**config.mk**
```make
export PLATFORM = sky130hd
export DESIGN_NAME = instruction_fetch_unit_flat
export DESIGN_NICKNAME = d
export VERILOG_FILES = /design/src/rtl/fetch_pkg.sv /design/src/rtl/instruction_fetch_unit_if.sv /design/src/rtl/fetch_queue.sv /design/src/rtl/instruction_fetch_unit.sv /design/src/flat_wrapper.sv
export SDC_FILE = /design/constraint.sdc
export NUM_CORES = 1
export LEC_CHECK = 0
export CAP_MARGIN = 0
export CORE_AREA = 2 2 177 92
export CTS_CLUSTER_SIZE = 14
export DETAILED_ROUTE_END_ITERATION = 12
export DIE_AREA = 0 0 179 94
export PLACE_DENSITY = 0.78
export SLEW_MARGIN = 20
export SYNTH_ARGS = -nofsm -noshare
export SYNTH_HDL_FRONTEND = slang
export SYNTH_SLANG_ARGS = --single-unit
```
**constraint.sdc**
```tcl
create_clock -name clk -period 4.3 [get_ports clk]
set_input_delay 0.86 -clock clk [delete_from_list [all_inputs] [get_ports clk]]
set_output_delay 0.86 -clock clk [all_outputs]
set_load 0.02 [all_outputs]
```
**src/rtl/fetch_pkg.sv**
```systemverilog
// Shared types and constants for the instruction fetch stage.
// Imported by the fetch queue, the fetch unit and its interface users.
package fetch_pkg;

    localparam logic [31:0] DEFAULT_RESET_PC = 32'h0000_0000;
    localparam logic [31:0] NOP_INST         = 32'h0000_0013;

    typedef enum logic {
        RUN  = 1'b0,
        HALT = 1'b1
    } fetch_state_e;

    typedef struct packed {
        logic [31:0] inst;
        logic [31:0] pc;
    } fetch_entry_t;

    function automatic logic is_aligned(input logic [31:0] addr);
        return (addr[1:0] == 2'b00);
    endfunction

endpackage

```
**src/rtl/instruction_fetch_unit_if.sv**
```systemverilog
// Bundle of the instruction-memory read port, redirect input and the
// decode-side valid/ready handshake of the fetch stage.
interface instruction_fetch_unit_if;

    logic [31:0] imem_pc;
    logic [31:0] imem_inst;
    logic        redirect_valid;
    logic [31:0] redirect_pc;
    logic        id_valid;
    logic        id_ready;
    logic [31:0] id_inst;
    logic [31:0] id_pc;
    logic        fetch_fault;

    modport master (
        output imem_pc,
        input  imem_inst,
        input  redirect_valid,
        input  redirect_pc,
        output id_valid,
        input  id_ready,
        output id_inst,
        output id_pc,
        output fetch_fault
    );

    modport slave (
        input  imem_pc,
        output imem_inst,
        output redirect_valid,
        output redirect_pc,
        input  id_valid,
        output id_ready,
        input  id_inst,
        input  id_pc,
        input  fetch_fault
    );

endinterface

```
**src/rtl/fetch_queue.sv**
```systemverilog
// Small synchronous FIFO of (instruction, PC) pairs.
// Flush wins over push and pop; depth must be a power of two (2 or 4).
module fetch_queue
    import fetch_pkg::*;
#(
    parameter int DEPTH = 2
) (
    input  logic         clk,
    input  logic         rst,
    input  logic         i_push,
    input  logic         i_pop,
    input  logic         i_flush,
    input  fetch_entry_t i_data,
    output logic         o_full,
    output logic         o_empty,
    output fetch_entry_t o_head
);

    localparam int PW = $clog2(DEPTH);

    if (!(DEPTH == 2 || DEPTH == 4)) begin : g_bad_depth
        $error("fetch_queue: DEPTH must be 2 or 4");
    end

    fetch_entry_t r_mem [DEPTH];
    logic [PW-1:0] r_rd;
    logic [PW-1:0] r_wr;
    logic [PW:0]   r_count;

    logic w_do_push;
    logic w_do_pop;

    assign o_full    = (r_count == (PW+1)'(DEPTH));
    assign o_empty   = (r_count == '0);
    assign o_head    = r_mem[r_rd];
    assign w_do_pop  = i_pop && !o_empty;
    assign w_do_push = i_push && (!o_full || w_do_pop);

    // Storage array: written at the tail on every accepted push.
    always_ff @(posedge clk) begin
        if (w_do_push && !i_flush) begin
            r_mem[r_wr] <= i_data;
        end
    end

    // Pointers and occupancy; reset and flush both empty the queue.
    always_ff @(posedge clk) begin
        if (rst || i_flush) begin
            r_rd    <= '0;
            r_wr    <= '0;
            r_count <= '0;
        end else begin
            if (w_do_push) begin
                r_wr <= r_wr + 1'b1;
            end
            if (w_do_pop) begin
                r_rd <= r_rd + 1'b1;
            end
            r_count <= r_count
                     + {{PW{1'b0}}, w_do_push}
                     - {{PW{1'b0}}, w_do_pop};
        end
    end

endmodule

```
**src/rtl/instruction_fetch_unit.sv**
```systemverilog
// Fetch stage: drives the PC to instruction memory, queues the returned
// words for decode, and handles redirects and misaligned-target halts.
module instruction_fetch_unit
    import fetch_pkg::*;
#(
    parameter logic [31:0] RESET_PC    = DEFAULT_RESET_PC,
    parameter int          QUEUE_DEPTH = 2
) (
    input  logic                     clk,
    input  logic                     rst,
    instruction_fetch_unit_if.master bus
);

    fetch_state_e r_state;
    fetch_state_e w_state_nxt;
    logic [31:0]  r_fetch_pc;
    logic [31:0]  w_pc_nxt;
    logic         r_fault;
    logic         w_fault_nxt;

    logic         w_push;
    logic         w_pop;
    logic         w_flush;
    logic         w_full;
    logic         w_empty;
    fetch_entry_t w_entry;
    fetch_entry_t w_head;

    assign bus.imem_pc     = r_fetch_pc;
    assign bus.id_valid    = !w_empty && (r_state == RUN);
    assign bus.id_inst     = w_head.inst;
    assign bus.id_pc       = w_head.pc;
    assign bus.fetch_fault = r_fault;

    assign w_flush      = bus.redirect_valid;
    assign w_pop        = bus.id_valid && bus.id_ready && !w_flush;
    assign w_entry.inst = bus.imem_inst;
    assign w_entry.pc   = r_fetch_pc;

    // State, PC and fault registers.
    always_ff @(posedge clk) begin
        if (rst) begin
            r_state    <= RUN;
            r_fetch_pc <= RESET_PC;
            r_fault    <= 1'b0;
        end else begin
            r_state    <= w_state_nxt;
            r_fetch_pc <= w_pc_nxt;
            r_fault    <= w_fault_nxt;
        end
    end

    // Next state: redirect first, otherwise sequential fetch while running.
    always_comb begin
        w_state_nxt = r_state;
        w_pc_nxt    = r_fetch_pc;
        w_fault_nxt = r_fault;
        w_push      = 1'b0;
        if (bus.redirect_valid) begin
            if (is_aligned(bus.redirect_pc)) begin
                w_state_nxt = RUN;
                w_pc_nxt    = bus.redirect_pc;
                w_fault_nxt = 1'b0;
            end else begin
                w_state_nxt = HALT;
                w_pc_nxt    = {bus.redirect_pc[31:2], 2'b00};
                w_fault_nxt = 1'b1;
            end
        end else begin
            unique case (r_state)
                RUN: begin
                    if (!w_full || w_pop) begin
                        w_push   = 1'b1;
                        w_pc_nxt = r_fetch_pc + 32'd4;
                    end
                end
                HALT: begin
                    w_push = 1'b0;
                end
                default: begin
                    w_state_nxt = RUN;
                end
            endcase
        end
    end

    fetch_queue #(
        .DEPTH (QUEUE_DEPTH)
    ) u_queue (
        .clk     (clk),
        .rst     (rst),
        .i_push  (w_push),
        .i_pop   (w_pop),
        .i_flush (w_flush),
        .i_data  (w_entry),
        .o_full  (w_full),
        .o_empty (w_empty),
        .o_head  (w_head)
    );

endmodule
```
**src/flat_wrapper.sv**
```systemverilog
// flat-port wrapper written by rule: the top's interface ports become plain ports
module instruction_fetch_unit_flat import fetch_pkg::*;
#(
    parameter logic [31:0] RESET_PC    = DEFAULT_RESET_PC,
    parameter int          QUEUE_DEPTH = 2
)
  (clk, rst, bus_imem_pc, bus_imem_inst, bus_redirect_valid, bus_redirect_pc, bus_id_valid, bus_id_ready, bus_id_inst, bus_id_pc, bus_fetch_fault);
  instruction_fetch_unit_if bus_i ();
  input  logic clk;
  input  logic rst;
  output wire logic [$bits(bus_i.imem_pc)-1:0] bus_imem_pc;
  input wire logic [$bits(bus_i.imem_inst)-1:0] bus_imem_inst;
  input wire logic [$bits(bus_i.redirect_valid)-1:0] bus_redirect_valid;
  input wire logic [$bits(bus_i.redirect_pc)-1:0] bus_redirect_pc;
  output wire logic [$bits(bus_i.id_valid)-1:0] bus_id_valid;
  input wire logic [$bits(bus_i.id_ready)-1:0] bus_id_ready;
  output wire logic [$bits(bus_i.id_inst)-1:0] bus_id_inst;
  output wire logic [$bits(bus_i.id_pc)-1:0] bus_id_pc;
  output wire logic [$bits(bus_i.fetch_fault)-1:0] bus_fetch_fault;
  assign bus_imem_pc = bus_i.imem_pc;
  assign bus_i.imem_inst = bus_imem_inst;
  assign bus_i.redirect_valid = bus_redirect_valid;
  assign bus_i.redirect_pc = bus_redirect_pc;
  assign bus_id_valid = bus_i.id_valid;
  assign bus_i.id_ready = bus_id_ready;
  assign bus_id_inst = bus_i.id_inst;
  assign bus_id_pc = bus_i.id_pc;
  assign bus_fetch_fault = bus_i.fetch_fault;
  instruction_fetch_unit #(.RESET_PC(RESET_PC), .QUEUE_DEPTH(QUEUE_DEPTH)) u_core (.clk(clk), .rst(rst), .bus(bus_i));
endmodule
```
==> impl_results.md <==
* Count of nets after finishing at 708
* Gpl congestion at ~0.79
* Global-route wire length before repair at 24,100 um
* Data required time at the worst endpoint at 3.44 ns
* Fraction of synthesized cell area taken by the top area cell type at 56.6%
* Most frequent cell after synthesis: edfxtp_1
* Vias at between 4,000 and 5,000
* Endpoint arrival time on the critical path at 2.51 ns
* Hold_ws at ~0.48 ns
* RSZ-0062 raised after global routing: false
* Post-Syn Nets at about 540
* TritonCTS Buffers at 17
* Sequential fraction of the synthesis area at between 60% and 70%
* Area growth from synthesis to layout at 36.2%
* Most common flop cell mapped by yosys: edfxtp_1
* Post-synth design cell area at between 0.006 and 0.007 mm^2
* Achievable frequency at just under 300 MHz
* Number of detailed-routing iterations run before antenna repair at 4
* Switching power of the nets at 906 uW
* Library cell with the largest summed area after synthesis: edfxtp_1
* Total chip power at ~3800 uW
* Input/output buffers at roughly 170
* Tot GR Track Use at 18.8%
* Number of buffers on the longest clock path at 2
* Number of flops mapped to enable cells by yosys at ~130
* Most numerous cell types in the synthesized netlist: 128 x edfxtp_1, 65 x mux2_2, 38 x dfxtp_1, 22 x nor2_1, 19 x nand3_1
* Sequential share of power at roughly half
* First DRT Iteration DRCs at 294
* Async set-reset flop share out of synthesis at 0%
* Buffer and inverter count on the worst path at 2
* DRT antenna net count at 0
* Launching element type of the critical path: register
* Synth unique cells at between 40 and 50
* Antenna violations before repair at 0
* Yosys reg bits at ~170
* Fraction of final layout cells sized beyond drive strength 1 at between 15 and 20%
* Critical Path, Cell by Cell: buf_12 > mux2_2 > clkdlybuf4s50_1
* Total half-perimeter wirelength after legalization and detailed placement at roughly 10,000 um
* Ys Warns at 0
* Sw Share at between 20% and 30%
* Total global routing overflow at 0
* Final number of setup-violating endpoints at 0
* Final Critical Period at 3.37 ns
* Run status: completed
* Ports at roughly 170
* Average wire length per cell after detail routing at about 18 um
* Setup Total Neg Slack at 0 ns
* Combinational share of power at between 10% and 20%
* Total wirelength of the detailed-routed design at 15,500 um
* Cell types with the largest area share after synthesis: edfxtp_1 57%, dfxtp_1 11%, mux2_2 11%, xnor2_1 2.1%, xor2_1 1.5%
* Core footprint at about 0.015 mm^2
* Number of cell rows at 32
* Final Slew Violations at 0
* Final Hold Violating Endpoints at 0
* Level count of the clock H-tree at 4
* Crit path largest cell delay at roughly 0.83 ns
* Maximum number of pins on one net before global-route repair at 53
* Pleak at ~0.0032 uW
* Max-cap viol count at 0
* Synth Area per Inst at between 10 and 15 um^2
* Clock-pin slew on the worst setup and hold paths at ~0.07 ns
* Detailed-route DRC error count at 0
* Power density of the placed cells at approximately 410 mW/mm^2
* Clock root buffer master: clkbuf_16
* Family with the most delay on the worst path: buffers and inverters
* Max IR drop VDD at a little over 0.0003 V
* Total setup buffers inserted after CTS at 0
* Hold Crit Class: reg -> reg
* Via count of the first global-routing pass at around 4,400
* Path type of the worst setup path: reg -> out
* Clock latency on the worst-skew pair at around 0.42 ns
* TritonCTS Sinks at between 150 and 200
* Number of buffers added to fix hold violations after cts at 0
* CTS resizes at 0
* Initial core utilization at between 40 and 50%
* Crit share post-route at between 70% and 80%
* Cell count after synthesis at around 470
* Clock Skews at 0.0111 ns
* Critical path fanouts, max at 37
* Die boundary height at around 94 um
* Routed vias/inst at roughly 5.2
* Die width at around 180 um
* Cell type of the slowest stage on the worst timing path: dfxtp_2
* Crit. End Element: output pin
* Actual slew at the worst max-slew pin at between 0.9 and 1 ns
* Internal Dissipation at approximately 2800 uW
* Tightest slew margin relative to the limit at between 30% and 40%
* TritonCTS clock tree: done
* N_diodes at 0
* Die area at between 0.015 and 0.02 mm^2
* Clock network fraction of total power at 38.1%
==> area by class of cell <==
cell class	count	area, um^2
sequential	166	4610
inverter	14	52.6
multi-input combinational	266	2070
timing repair buffer	172	1710
clock inverter	14	126
fill	1159	5920
tap	204	255
clock buffer	18	429
==> worst reg2reg max path, cell delays in order (launching register included) <==
cell and delay [ns]:
dfxtp_1 0.50, ha_1 0.24, nand4_2 0.19, or4_1 0.74, nor2_2 0.21, a21oi_1 0.10, a311o_1 0.33
==> per-layer routing <==
layer,vias up,wire length (um),track usage [%]
li1,2105,-,-
met1,2177,6550,23.9
met2,110,8000,32.3
met3,21,747,3.56
met4,0,242,6.98
met5,-,0,0
==> final timing paths <==
check / startpoint / to / slack [ns] / depth (start not counted)
min reg2reg: u_core.bus.imem_pc[0]$_SDFFE_PP0P_ / u_core.u_queue.r_mem[1][0]$_DFFE_PP_ / 0.48 / 0
min: u_core.bus.imem_pc[0]$_SDFFE_PP0P_ / u_core.u_queue.r_mem[1][0]$_DFFE_PP_ / 0.48 / 0
max reg2reg: u_core.bus.imem_pc[2]$_SDFFE_PP0P_ / u_core.bus.imem_pc[20]$_SDFFE_PP0P_ / 1.89 / 6
max: register / bus_id_inst[0] / 0.93 / 3
==> state kept, by name (all words and copies together), names as in the netlist, named ones only <==
name / cells
u_core.bus.imem_pc: 32
u_core.bus.fetch_fault: 1
u_core.u_queue.r_count: 2
u_core.u_queue.r_rd: 1
u_core.u_queue.r_wr: 1
u_core.u_queue.r_mem: 128
==> power groups by stage <==
stage,Combinational (uW),Sequential [uW],Clock [uW]
finish,446,1880,1430
global route,474,1890,1520
CTS,451,1880,1460
detailed placement,448,1910,0
global placement,441,1910,0
floorplan,196,1920,0
==> through the flow <==
stage	std cells	util, %	cell area, um^2	worst slack [ns]
final	854	61.0	9250	0.926
after global routing	854	61.0	9250	0.823
after CTS	854	61.0	9250	0.889
after detailed placement	822	57.3	8700	1.24
after global placement	822	57.3	8700	1.32
after floorplan	467	-	6790	-0.00992
==> kinds of logic after synthesis <==
logic type | count (synthesis) | share of synthesized area (%)
multiplexers | 71 | 11.7
AND/OR/NAND/NOR | 110 | 9.10
buffers and inverters | 35 | 1.95
flip-flops | 166 | 67.8
AO/OA/AOI/OAI | 54 | 5.36
adder cells (fa/ha/maj) | 3 | 0.553
XOR/XNOR | 28 | 3.61
==> placed cells by master, fill, tap and decap left out, drive strengths merged, types with 4 or more instances in the layout <==
master / netlist / routed
a21oi: 15 / 15
a22oi: 9 / 9
and2: 5 / 5
and3: 5 / 5
buf: 3 / 8
clkbuf: 18 / 18
clkdlybuf4s50: 0 / 164
clkinv: 0 / 4
clkinvlp: 0 / 5
dfxtp: 38 / 38
edfxtp: 128 / 128
inv: 14 / 18
mux2: 65 / 65
mux2i: 6 / 6
nand2: 11 / 11
nand3: 19 / 19
nand3b: 4 / 4
nand4: 9 / 9
nor2: 23 / 23
nor2b: 10 / 10
nor3: 8 / 8
o21a: 9 / 9
o22ai: 10 / 10
xnor2: 16 / 16
xor2: 12 / 12
Note: power is estimated with default switching activity, not from simulation.
